<file path="config.mk">
export PLATFORM = sky130hd
export DESIGN_NAME = cmd_prog_loader_flat
export DESIGN_NICKNAME = d
export VERILOG_FILES = /design/src/rtl/cmd_prog_loader_if.sv /design/src/rtl/cmd_prog_loader.sv /design/src/flat_wrapper.sv
export SDC_FILE = /design/constraint.sdc
export NUM_CORES = 1
export LEC_CHECK = 0
export BUFFER_PORTS_ARGS = -buffer_cell sky130_fd_sc_hd__clkbuf_2
export CELL_PAD_IN_SITES_DETAIL_PLACEMENT = 0
export CELL_PAD_IN_SITES_GLOBAL_PLACEMENT = 1
export CORE_MARGIN = 5
export CORE_UTILIZATION = 30
export DETAILED_ROUTE_END_ITERATION = 8
export PLACE_DENSITY_LB_ADDON = 0.2
export SKIP_LAST_GASP = 1
export SYNTH_ARGS = -nofsm -noshare
export SYNTH_HDL_FRONTEND = slang
export SYNTH_SLANG_ARGS = --single-unit
</file>
<file path="constraint.sdc">
create_clock -name clk -period 6.33 [get_ports clk]
set_input_delay 0 -clock clk [delete_from_list [all_inputs] [get_ports clk]]
set_output_delay 0 -clock clk [all_outputs]
set_load 0.01 [all_outputs]
</file>
<file path="src/rtl/cmd_prog_loader_if.sv">
// rtl/cmd_prog_loader_if.sv - host command port and word memory port bundle
interface cmd_prog_loader_if #(
    parameter int DATA_W = 8,
    parameter int ADDR_W = 8,
    parameter int BPW    = 4
);
    localparam int WA_W   = ADDR_W - $clog2(BPW);
    localparam int WORD_W = DATA_W * BPW;

    logic [7:0]        cmd;
    logic              cmd_valid;
    logic [ADDR_W-1:0] address;
    logic [DATA_W-1:0] data_in;
    logic [DATA_W-1:0] data_out;
    logic              cmd_done;
    logic              cmd_err;
    logic              mem_we;
    logic [BPW-1:0]    mem_be;
    logic [WA_W-1:0]   mem_waddr;
    logic [WORD_W-1:0] mem_wdata;
    logic              mem_re;
    logic [WA_W-1:0]   mem_raddr;
    logic [WORD_W-1:0] mem_rdata;

    modport slave (
        input  cmd, cmd_valid, address, data_in, mem_rdata,
        output data_out, cmd_done, cmd_err,
        output mem_we, mem_be, mem_waddr, mem_wdata, mem_re, mem_raddr
    );

    modport master (
        output cmd, cmd_valid, address, data_in, mem_rdata,
        input  data_out, cmd_done, cmd_err,
        input  mem_we, mem_be, mem_waddr, mem_wdata, mem_re, mem_raddr
    );
endinterface

</file>
<file path="src/rtl/cmd_prog_loader.sv">
// rtl/cmd_prog_loader.sv - byte command loader into word memory; optional burst writes under CMD_PROG_LOADER_BURST_EN
module cmd_prog_loader #(
    parameter int DATA_W = 8,
    parameter int ADDR_W = 8,
    parameter int BPW    = 4,
    parameter int RD_LAT = 1
) (
    input  logic               clk,
    input  logic               rst_n,
    cmd_prog_loader_if.slave   bus,
    input  logic               start_signal,
    output logic               core_run
);
    localparam int LANE_W = $clog2(BPW);
    localparam int WA_W   = ADDR_W - LANE_W;
    localparam int WORD_W = DATA_W * BPW;
    localparam int CNT_W  = $clog2(RD_LAT + 1);

    typedef enum logic [1:0] {IDLE = 2'd0, EXEC = 2'd1, DONE = 2'd2, FLUSH = 2'd3} state_t;

    // phase inside EXEC: 0 first cycle, 1 load after committing old word, 2 waiting for read data
    typedef struct packed {
        state_t            state;
        logic [1:0]        phase;
        logic [CNT_W-1:0]  wait_cnt;
        logic [7:0]        cmd;
        logic [ADDR_W-1:0] addr;
        logic [DATA_W-1:0] din;
        logic [WORD_W-1:0] buf_data;
        logic [WA_W-1:0]   buf_word;
        logic [BPW-1:0]    mask;
        logic [DATA_W-1:0] data_q;
        logic              rd_live;
        logic              cmd_done;
        logic              cmd_err;
        logic              mem_we;
        logic [BPW-1:0]    mem_be;
        logic [WA_W-1:0]   mem_waddr;
        logic [WORD_W-1:0] mem_wdata;
        logic              mem_re;
        logic [WA_W-1:0]   mem_raddr;
        logic              start_q;
        logic              start_pend;
        logic              core_run;
`ifdef CMD_PROG_LOADER_BURST_EN
        logic [ADDR_W-1:0] ptr;
`endif
    } regs_t;

    regs_t r, n;

    logic [ADDR_W-1:0] wr_addr;
    logic [WA_W-1:0]   wr_word;
    logic [LANE_W-1:0] wr_sel;
    logic [LANE_W-1:0] rd_sel;
    logic [WORD_W-1:0] ld_data;
    logic [BPW-1:0]    ld_mask;
    logic [DATA_W-1:0] buf_lane;
    logic [DATA_W-1:0] rd_lane;
    logic              is_write;
    logic              is_read;
    logic              rd_hit;
    logic              start_rise;
    logic              start_fall;

`ifdef CMD_PROG_LOADER_BURST_EN
    assign is_write = (r.cmd == 8'd2) || (r.cmd == 8'd3);
    assign wr_addr  = (r.cmd == 8'd3) ? r.ptr : r.addr;
`else
    assign is_write = (r.cmd == 8'd2);
    assign wr_addr  = r.addr;
`endif
    assign is_read    = (r.cmd == 8'd1);
    assign wr_word    = wr_addr[ADDR_W-1:LANE_W];
    // lane 0 sits in the MSBs, so the bit/byte position is the inverted lane index
    assign wr_sel     = ~wr_addr[LANE_W-1:0];
    assign rd_sel     = ~r.addr[LANE_W-1:0];
    assign ld_mask    = r.mask | ({{(BPW-1){1'b0}}, 1'b1} << wr_sel);
    assign buf_lane   = r.buf_data[rd_sel*DATA_W +: DATA_W];
    assign rd_lane    = bus.mem_rdata[rd_sel*DATA_W +: DATA_W];
    assign rd_hit     = r.mask[rd_sel] && (r.addr[ADDR_W-1:LANE_W] == r.buf_word);
    assign start_rise = start_signal && !r.start_q;
    assign start_fall = !start_signal && r.start_q;

    // assembly buffer with the pending byte merged into its lane
    always_comb begin
        ld_data = r.buf_data;
        ld_data[wr_sel*DATA_W +: DATA_W] = r.din;
    end

    // next-state and registered-output logic
    always_comb begin
        n        = r;
        n.mem_we = 1'b0;
        n.mem_re = 1'b0;
        n.start_q = start_signal;
        if (start_rise) n.start_pend = 1'b1;
        if (start_fall) begin
            n.core_run   = 1'b0;
            n.start_pend = 1'b0;
        end
        // memory read data is only guaranteed for one cycle, so capture it
        if (r.rd_live) begin
            n.data_q  = rd_lane;
            n.rd_live = 1'b0;
        end
        unique case (r.state)
            IDLE: begin
                if (bus.cmd_valid) begin
                    n.state   = EXEC;
                    n.phase   = 2'd0;
                    n.cmd     = bus.cmd;
                    n.addr    = bus.address;
                    n.din     = bus.data_in;
                    n.cmd_err = 1'b0;
                end else if (r.start_pend && !start_fall) begin
                    if (r.mask != '0) begin
                        n.state     = FLUSH;
                        n.mem_we    = 1'b1;
                        n.mem_be    = r.mask;
                        n.mem_waddr = r.buf_word;
                        n.mem_wdata = r.buf_data;
                        n.mask      = '0;
                    end else begin
                        n.core_run   = 1'b1;
                        n.start_pend = 1'b0;
                    end
                end
            end
            FLUSH: begin
                n.core_run   = r.start_pend && !start_fall;
                n.start_pend = 1'b0;
                n.state      = IDLE;
            end
            EXEC: begin
                if (r.phase == 2'd2) begin
                    n.wait_cnt = r.wait_cnt - CNT_W'(1);
                    if (r.wait_cnt == CNT_W'(1)) begin
                        n.rd_live  = 1'b1;
                        n.cmd_done = 1'b1;
                        n.state    = DONE;
                    end
                end else if (is_read) begin
                    if (rd_hit) begin
                        n.data_q   = buf_lane;
                        n.cmd_done = 1'b1;
                        n.state    = DONE;
                    end else begin
                        n.mem_re    = 1'b1;
                        n.mem_raddr = r.addr[ADDR_W-1:LANE_W];
                        n.wait_cnt  = CNT_W'(RD_LAT);
                        n.phase     = 2'd2;
                    end
                end else if (is_write) begin
                    if (r.core_run) begin
                        n.cmd_err  = 1'b1;
                        n.cmd_done = 1'b1;
                        n.state    = DONE;
                    end else if ((r.mask != '0) && (wr_word != r.buf_word)) begin
                        n.mem_we    = 1'b1;
                        n.mem_be    = r.mask;
                        n.mem_waddr = r.buf_word;
                        n.mem_wdata = r.buf_data;
                        n.mask      = '0;
                        n.phase     = 2'd1;
                    end else begin
                        n.buf_data = ld_data;
                        n.buf_word = wr_word;
                        n.mask     = ld_mask;
`ifdef CMD_PROG_LOADER_BURST_EN
                        n.ptr      = wr_addr + ADDR_W'(1);
`endif
                        if (&ld_mask) begin
                            n.mem_we    = 1'b1;
                            n.mem_be    = '1;
                            n.mem_waddr = wr_word;
                            n.mem_wdata = ld_data;
                            n.mask      = '0;
                        end
                        n.cmd_done = 1'b1;
                        n.state    = DONE;
                    end
                end else begin
                    n.cmd_err  = 1'b1;
                    n.cmd_done = 1'b1;
                    n.state    = DONE;
                end
            end
            DONE: begin
                if (!bus.cmd_valid) begin
                    n.cmd_done = 1'b0;
                    n.cmd_err  = 1'b0;
                    n.state    = IDLE;
                end
            end
            default: n.state = IDLE;
        endcase
    end

    // state register; reset is active-high on rst_n
    always_ff @(posedge clk) begin
        if (rst_n) r <= '0;
        else       r <= n;
    end

    assign bus.data_out  = r.rd_live ? rd_lane : r.data_q;
    assign bus.cmd_done  = r.cmd_done;
    assign bus.cmd_err   = r.cmd_err;
    assign bus.mem_we    = r.mem_we;
    assign bus.mem_be    = r.mem_be;
    assign bus.mem_waddr = r.mem_waddr;
    assign bus.mem_wdata = r.mem_wdata;
    assign bus.mem_re    = r.mem_re;
    assign bus.mem_raddr = r.mem_raddr;
    assign core_run      = r.core_run;
endmodule

</file>
<file path="src/flat_wrapper.sv">
// flat-port wrapper written by rule: the top's interface ports become plain ports
module cmd_prog_loader_flat 
#(
    parameter int DATA_W = 8,
    parameter int ADDR_W = 8,
    parameter int BPW    = 4,
    parameter int RD_LAT = 1
)
  (clk, rst_n, start_signal, core_run, bus_cmd, bus_cmd_valid, bus_address, bus_data_in, bus_mem_rdata, bus_data_out, bus_cmd_done, bus_cmd_err, bus_mem_we, bus_mem_be, bus_mem_waddr, bus_mem_wdata, bus_mem_re, bus_mem_raddr);
  cmd_prog_loader_if #(.DATA_W(DATA_W), .ADDR_W(ADDR_W), .BPW(BPW)) bus_i ();
  input  logic clk;
  input  logic rst_n;
  input  logic start_signal;
  output logic core_run;
  input wire logic [$bits(bus_i.cmd)-1:0] bus_cmd;
  input wire logic [$bits(bus_i.cmd_valid)-1:0] bus_cmd_valid;
  input wire logic [$bits(bus_i.address)-1:0] bus_address;
  input wire logic [$bits(bus_i.data_in)-1:0] bus_data_in;
  input wire logic [$bits(bus_i.mem_rdata)-1:0] bus_mem_rdata;
  output wire logic [$bits(bus_i.data_out)-1:0] bus_data_out;
  output wire logic [$bits(bus_i.cmd_done)-1:0] bus_cmd_done;
  output wire logic [$bits(bus_i.cmd_err)-1:0] bus_cmd_err;
  output wire logic [$bits(bus_i.mem_we)-1:0] bus_mem_we;
  output wire logic [$bits(bus_i.mem_be)-1:0] bus_mem_be;
  output wire logic [$bits(bus_i.mem_waddr)-1:0] bus_mem_waddr;
  output wire logic [$bits(bus_i.mem_wdata)-1:0] bus_mem_wdata;
  output wire logic [$bits(bus_i.mem_re)-1:0] bus_mem_re;
  output wire logic [$bits(bus_i.mem_raddr)-1:0] bus_mem_raddr;
  assign bus_i.cmd = bus_cmd;
  assign bus_i.cmd_valid = bus_cmd_valid;
  assign bus_i.address = bus_address;
  assign bus_i.data_in = bus_data_in;
  assign bus_i.mem_rdata = bus_mem_rdata;
  assign bus_data_out = bus_i.data_out;
  assign bus_cmd_done = bus_i.cmd_done;
  assign bus_cmd_err = bus_i.cmd_err;
  assign bus_mem_we = bus_i.mem_we;
  assign bus_mem_be = bus_i.mem_be;
  assign bus_mem_waddr = bus_i.mem_waddr;
  assign bus_mem_wdata = bus_i.mem_wdata;
  assign bus_mem_re = bus_i.mem_re;
  assign bus_mem_raddr = bus_i.mem_raddr;
  cmd_prog_loader #(.DATA_W(DATA_W), .ADDR_W(ADDR_W), .BPW(BPW), .RD_LAT(RD_LAT)) u_core (.clk(clk), .rst_n(rst_n), .bus(bus_i), .start_signal(start_signal), .core_run(core_run));
endmodule
</file>
==> impl_results.md, run 1 <==
- Register area share after synthesis: 0.3577
- Hold Crit Endpoint: u_core.r[1]
- CTS root buffer: clkbuf_16
- Clock power share: 0.300
- Global-route wire length before repair: 41,150 µm
- Post-synthesis adder-cell area fraction: 0.02153
- Int Power: between 0.002 and 0.0025 W
- Setup TNS: 0 ns
- TritonCTS Buffers: 17
- Cells after Synth: 885
- Largest net degree at the start of global routing: 73
- Worst EP arrival: 4.38 ns
- Via density: 5.428
- R2R depth: 8
- Antenna violations before repair: 0
- Drt first pass iters: 5
- Via count: between 6,000 and 7,000
- Ys async rst share: 0
- Clk buf depth: 2
- Lkg Pwr: 2.962 nW
- Util after Layout: 0.3538
- Ports: ~120
- Sequential share of power: 0.337
- CP startpoint kind: flop
- Post-Synth XOR/XNOR Area: 0.006955
- Ranking of synthesized cells by area: dfxtp_1, a21oi_1, a211oi_1, o21ai_0, buf_4
- Layout cells sized above 1: 0.2213
- Synth Cell Area: 7556 µm²
- Period utilization: 0.6494
- Synth Area in Compound Gates: 0.2547
- Row Count: just under 60
- TritonCTS clock tree: yes
- Unrepaired setup endpoints after global routing: no
- DRT iter0 DRCs: ~540
- Hold_sp: bus_cmd_valid
- CTS Sinks: 135
- Most common cell on crit path: buf_4
- Initial core utilization: 0.3027
- Synth Register Bits: 135
- Most frequent cells in the layout: dfxtp_1, clkbuf_2, a21oi_1
- Die Width: 168.7 µm
- Die height: 168.7 µm
- Fin nets: 1,000
- Synth Area in Simple Gates: 0.1704
- Worst path required time: 6.60 ns
- Number of max-cap violations: 0
- Worst Path Max Fanout: 40
- Syn Area/Cell: 8.538 µm²
- RePlAce Congestion: roughly 0.81
- Layout fillers: 2,653
- Cts hold-fix bufs: 25
- Overflow after GRT: 0
- HPWL Detailed: 16,930 µm
- DRT Wirelength: 26,090 µm
- Slew headroom: 0.2789
- Ant diodes: 0
- Post-synthesis mux area share: 0.07485
- Post-CTS setup buffers: 0
- Commonest non-fill, non-tap cell in the layout: dfxtp_1
- Area after DPL: approximately 8000 µm²
- Antenna viol nets, final: 0
- Total track usage: 0.1823
- Crit path cell chain: buf_4 > ha_1 > o22ai_1 > nor2_4 > o31a_1 > a21o_1 > buf_4 > a311oi_1
- WL per Instance: ~21 µm
- Clock latency on the worst-skew pair: between 0.4 and 0.5 ns
- Placed cells: roughly 1,200
- Drc violations: 0
- Power Dens Cells: 395.5 nW/µm²
- CP Capture Type: flop
- I/O Buffers: 120
- Syn_nets: 958
- Main combinational cell family by area after synthesis: compound AO/OA/AOI/OAI gates
- Worst reg2reg startpoint: u_core.wr_addr[0]
- Non-Filler Instances: 1,270
- Reg clk slew, reported paths: 0.06 ns
- Post-route cell area: between 8000 and 9000 µm²
- Dominant synthesized flop cell: dfxtp_1
- Status: finished clean
- Final Slew Violations: 0
- Final Skew: ~0.011 ns
- Sw Pwr: ~0.0014 W
- Post-layout minimum cycle time: 4.111 ns
- Setup slack, reg-to-reg: 2.22 ns
- Core area: 24,960 µm²
- F_max: 243.3 MHz
- Cell taking the most area after synthesis: dfxtp_1
- Post-synth top area share: 0.3577
- Comb power frac: 0.363
- Worst vdd ir: 0.1530 mV
- Crit-path slowest cell: dfxtp_1
- Post_cts resized: 0
- Area Overhead vs Synth: 16.91%
- Hold depth: 3
- Worst hold path class: in2reg
- Final setup viols: 0
- Vias in the first global route: 6,768
- Synth cell types: 62
- Final Hold Fails: 0
- Die Area: between 20,000 and 30,000 µm²
- Critical path type: reg2reg
- FF-to-FF End: u_core.bus.mem_wdata[31]
- CTS H-Tree Depth: 4
- Synth warn: 0
- Largest stage delay, worst path: about 0.80 ns
- Post-synth EDFFs: 0
- Switching fraction of total power: 0.3908
- Slew @ Worst Pin: 1.079 ns
## logic make-up after synthesis
kind of cell	count (synthesis)
AND/OR/NAND/NOR	233
AO/OA/AOI/OAI	299
flip-flops	135
XOR/XNOR	6
multiplexers	34
adder cells (fa/ha/maj)	13
buffers and inverters	165
## how the worst max path moves through the flow
stage,start,end,slack [ns],cells after the start
after detailed placement,u_core.wr_addr[0],u_core.bus.mem_wdata[31],2.16,8
final,u_core.wr_addr[0],u_core.bus.mem_wdata[31],2.22,8
after CTS,u_core.wr_addr[0],u_core.bus.mem_wdata[31],2.17,8
after global routing,u_core.wr_addr[0],u_core.bus.mem_wdata[26],1.88,8
after floorplan,u_core.wr_addr[0],u_core.bus.mem_wdata[4],3.45,9
after global placement,u_core.wr_addr[0],u_core.bus.mem_wdata[31],2.24,8
## cell type report
cell class / instances / area (µm²) / share of cell area
well taps: 330 / 412.9 / 0.04674
clock inverters: 11 / 147.6 / 0.01671
multi-input cells: 585 / 4044 / 0.4578
flip-flops and latches: 135 / 2703 / 0.3059
repair buffers: 156 / 935.9 / 0.1059
inverters: 32 / 120.1 / 0.01360
clock buffers: 21 / 470.5 / 0.05326
## synthesized netlist by cell type (13+ instances only)
library cell,number
nor3_1,25
inv_1,32
dfxtp_1,135
nor2_1,21
mux4_2,17
a21oi_1,92
a311oi_1,39
a211oi_1,59
nor2b_1,15
o21ai_0,85
nand3_1,30
clkbuf_1,61
buf_4,53
nand4_1,26
ha_1,13
nand2_1,76
## flip-flops by register name (all words and copies together) (netlist names)
register              count
u_core.core_run           1
u_core.wr_addr            8
u_core.bus.mem_waddr      6
u_core.bus.cmd_done       1
u_core.bus.mem_be         4
u_core.bus.cmd_err        1
u_core.bus.mem_wdata     32
u_core.r                 74
u_core.bus.mem_we         1
u_core.bus.mem_raddr      6
u_core.bus.mem_re         1
## power by group through the flow
stage	logic, W	registers, W	clock network [W]
after detailed placement	0.00126	0.00120	0
after global placement	0.00125	0.00120	0
after global routing	0.00140	0.00120	0.00111
after CTS	0.00128	0.00118	0.00107
after floorplan	0.00106	0.00112	0
final	0.00127	0.00118	0.00105
## critical path, delay by kind of cell, from the launching register on
| family | cells | cell delay (ns) |
|---|---|---|
| DFF | 1 | 0.80 |
| AOI/OAI and AO/OA | 4 | 1.25 |
| and+or+nand+nor | 1 | 0.77 |
| adders and majority gates | 1 | 0.30 |
| buffers and inverters | 2 | 0.81 |
## layer usage
metal	routed length, µm	vias up	GRT usage
li1	-	3331	-
met1	12730	3325	0.2699
met2	11350	209	0.2699
met3	1589	28	0.03480
met4	414	0	0.05116
met5	0	-	0
## per-stage QoR
stage	hold WS, ns	total power (W)	setup slack (ns)
after floorplan	0.1282	0.002176	3.453
after global placement	0.2293	0.002449	2.241
after detailed placement	0.2272	0.002458	2.156
after CTS	0.1049	0.003524	2.171
after global routing	0.1464	0.003703	1.880
final	0.1141	0.003493	2.219
(Power assumes the default switching activity.)
==> inputs of run 2 (changes only) <==
==> constraint.sdc (replaced) <==
create_clock -name clk -period 3.7 [get_ports clk]
set_input_delay 0 -clock clk [delete_from_list [all_inputs] [get_ports clk]]
set_output_delay 0 -clock clk [all_outputs]
set_load 0.01 [all_outputs]
==> impl_results.md, run 2 (same netlist as run 1, synthesis figures left out) <==
- Status: finished clean
- Global Route met2 Usage: 0.3014
- Clk buf depth: 2
- TritonCTS Buffers: 17
- Placed cells: 1,229
- Power Dens Cells: 681.2 nW/µm²
- Post-layout minimum cycle time: 2.976 ns
- Commonest non-fill, non-tap cell in the layout: dfxtp_1
- Largest net degree at the start of global routing: 71
- Multi-input gate area: 4039 µm²
- Setup slack, reg-to-reg: 0.72 ns
- WL per Instance: 21.02 µm
- Int Power: 0.003742 W
- Sw Pwr: about 0.0024 W
- Period utilization: 0.8043
- Initial core utilization: 0.3027
- Worst vdd ir: 0.3028 mV
- Core area: between 20,000 and 25,000 µm²
- Largest register FFs: 74
- Fin nets: 1,016
- Worst Path Max Fanout: 17
- RePlAce Congestion: between 0.7 and 0.8
- TritonCTS clock tree: yes
- Critical path type: reg2reg
- CP startpoint: u_core.r[134]
- Sequential share of power: 0.330
- CTS Sinks: 135
- CTS root buffer: clkbuf_16
- Antenna violations before repair: 0
- Hold_sp: bus_cmd_valid
- Post-CTS setup buffers: 0
- Lkg Pwr: 3.056 nW
- Via density: 5.453
- F_max: 336.0 MHz
- I/O Buffers: between 100 and 150
- Unrepaired setup endpoints after global routing: no
- DRT iter0 DRCs: ~470
- Area taken by flip-flops and latches: 2703 µm²
- Worst hold path class: in2reg
- Layout fillers: 2,654
- Worst path required time: 4.03 ns
- Final Slew Violations: 0
- Final Skew: about 0.0091 ns
- Cts hold-fix bufs: 25
- Overflow after GRT: 0
- Row Count: 58
- Clock latency on the worst-skew pair: 0.42 ns
- Area Overhead vs Synth: 18.61%
- Final setup viols: 0
- Slew @ Worst Pin: 0.9208 ns
- Total track usage: 0.1880
- Via count: 7,013
- Non-Filler Instances: between 1,000 and 1,500
- Die Area: about 28,000 µm²
- Worst EP arrival: 3.31 ns
- Most frequent cells in the layout: dfxtp_1, clkbuf_2, a21oi_1
- DRT Wirelength: 27,030 µm
- Worst hold slack: 0.1027 ns
- CP Capture Type: flop
- GR Layer Usage met3: 0.03713
- Final Hold Fails: 0
- Met1 Use GR: 0.2625
- HPWL Detailed: 18,380 µm
- Slew headroom: 0.3815
- Vias in the first global route: 7,059
- Clock power share: 0.302
- Number of max-cap violations: 0
- Drt first pass iters: 5
- Post_cts resized: 0
- Antenna viol nets, final: 0
- Drc violations: 0
- Setup TNS: 0 ns
- Worst reg2reg startpoint: u_core.r[134]
- Comb power frac: 0.368
- CP startpoint kind: flop
- Biggest register: u_core.r
- Layout cells sized above 1: 0.2343
- Ports: approximately 120
- CTS H-Tree Depth: 4
- Switching fraction of total power: 0.3871
- Grt peak-use layer: met2
- Global-route wire length before repair: roughly 42,000 µm
- Die height: 168.7 µm
- Die Width: 168.7 µm
- Ant diodes: 0
- Reg clk slew, reported paths: 0.06 ns
- Util after Layout: 0.3590
-- run 2: worst max-delay path, stage by stage (launching register included) --
cell and delay (ns):
dfxtp_1 0.38, inv_1 0.09, ha_1 0.33, nand3b_1 0.24
o21ai_0 0.28, nor3_2 0.80, buf_4 0.39, a211oi_1 0.11
a311oi_2 0.25
-- run 2: metal layers --
metal | vias to the layer above | share of wire | wire length, µm
met1 | 3410 | 0.47 | 12650
met4 | 0 | 0.011 | 284
met3 | 21 | 0.061 | 1649
met5 | - | 0 | 0
met2 | 225 | 0.46 | 12440
li1 | 3357 | - | -
-- run 2: cell type report --
class | instances | area share
clock buffers | 20 | 0.05096
flip-flops and latches | 135 | 0.3015
multi-input cells | 585 | 0.4506
repair buffers | 172 | 0.1178
well taps | 330 | 0.04607
inverters | 32 | 0.01340
clock inverters | 12 | 0.01954
-- run 2: worst paths after layout --
check                           cells past startpoint                       to
worst max register to register                      8  u_core.bus.mem_wdata[8]
worst max-delay path                                8  u_core.bus.mem_wdata[8]
worst min register to register                      2            u_core.r[128]
worst min-delay path                                3              u_core.r[1]
-- run 2: power by group through the flow --
stage / logic, W / clock network, W / registers (W)
after floorplan: 0.00181 / 0 / 0.00192
after global placement: 0.00222 / 0 / 0.00205
after detailed placement: 0.00223 / 0 / 0.00205
after CTS: 0.00226 / 0.00188 / 0.00202
after global routing: 0.00247 / 0.00194 / 0.00205
final: 0.00225 / 0.00184 / 0.00201
-- run 2: through the flow --
| step | instance area (µm²) | worst slack [ns] | total power, W |
|---|---|---|---|
| 5_1_grt | 8962 | 0.5075 | 0.006462 |
| 2_1_floorplan | 7556 | 0.8226 | 0.003723 |
| 3_3_place_gp | 8080 | 0.8155 | 0.004266 |
| 3_5_place_dp | 8080 | 0.7636 | 0.004281 |
| 6_report | 8962 | 0.7241 | 0.006105 |
| 4_1_cts | 8962 | 0.7415 | 0.006162 |
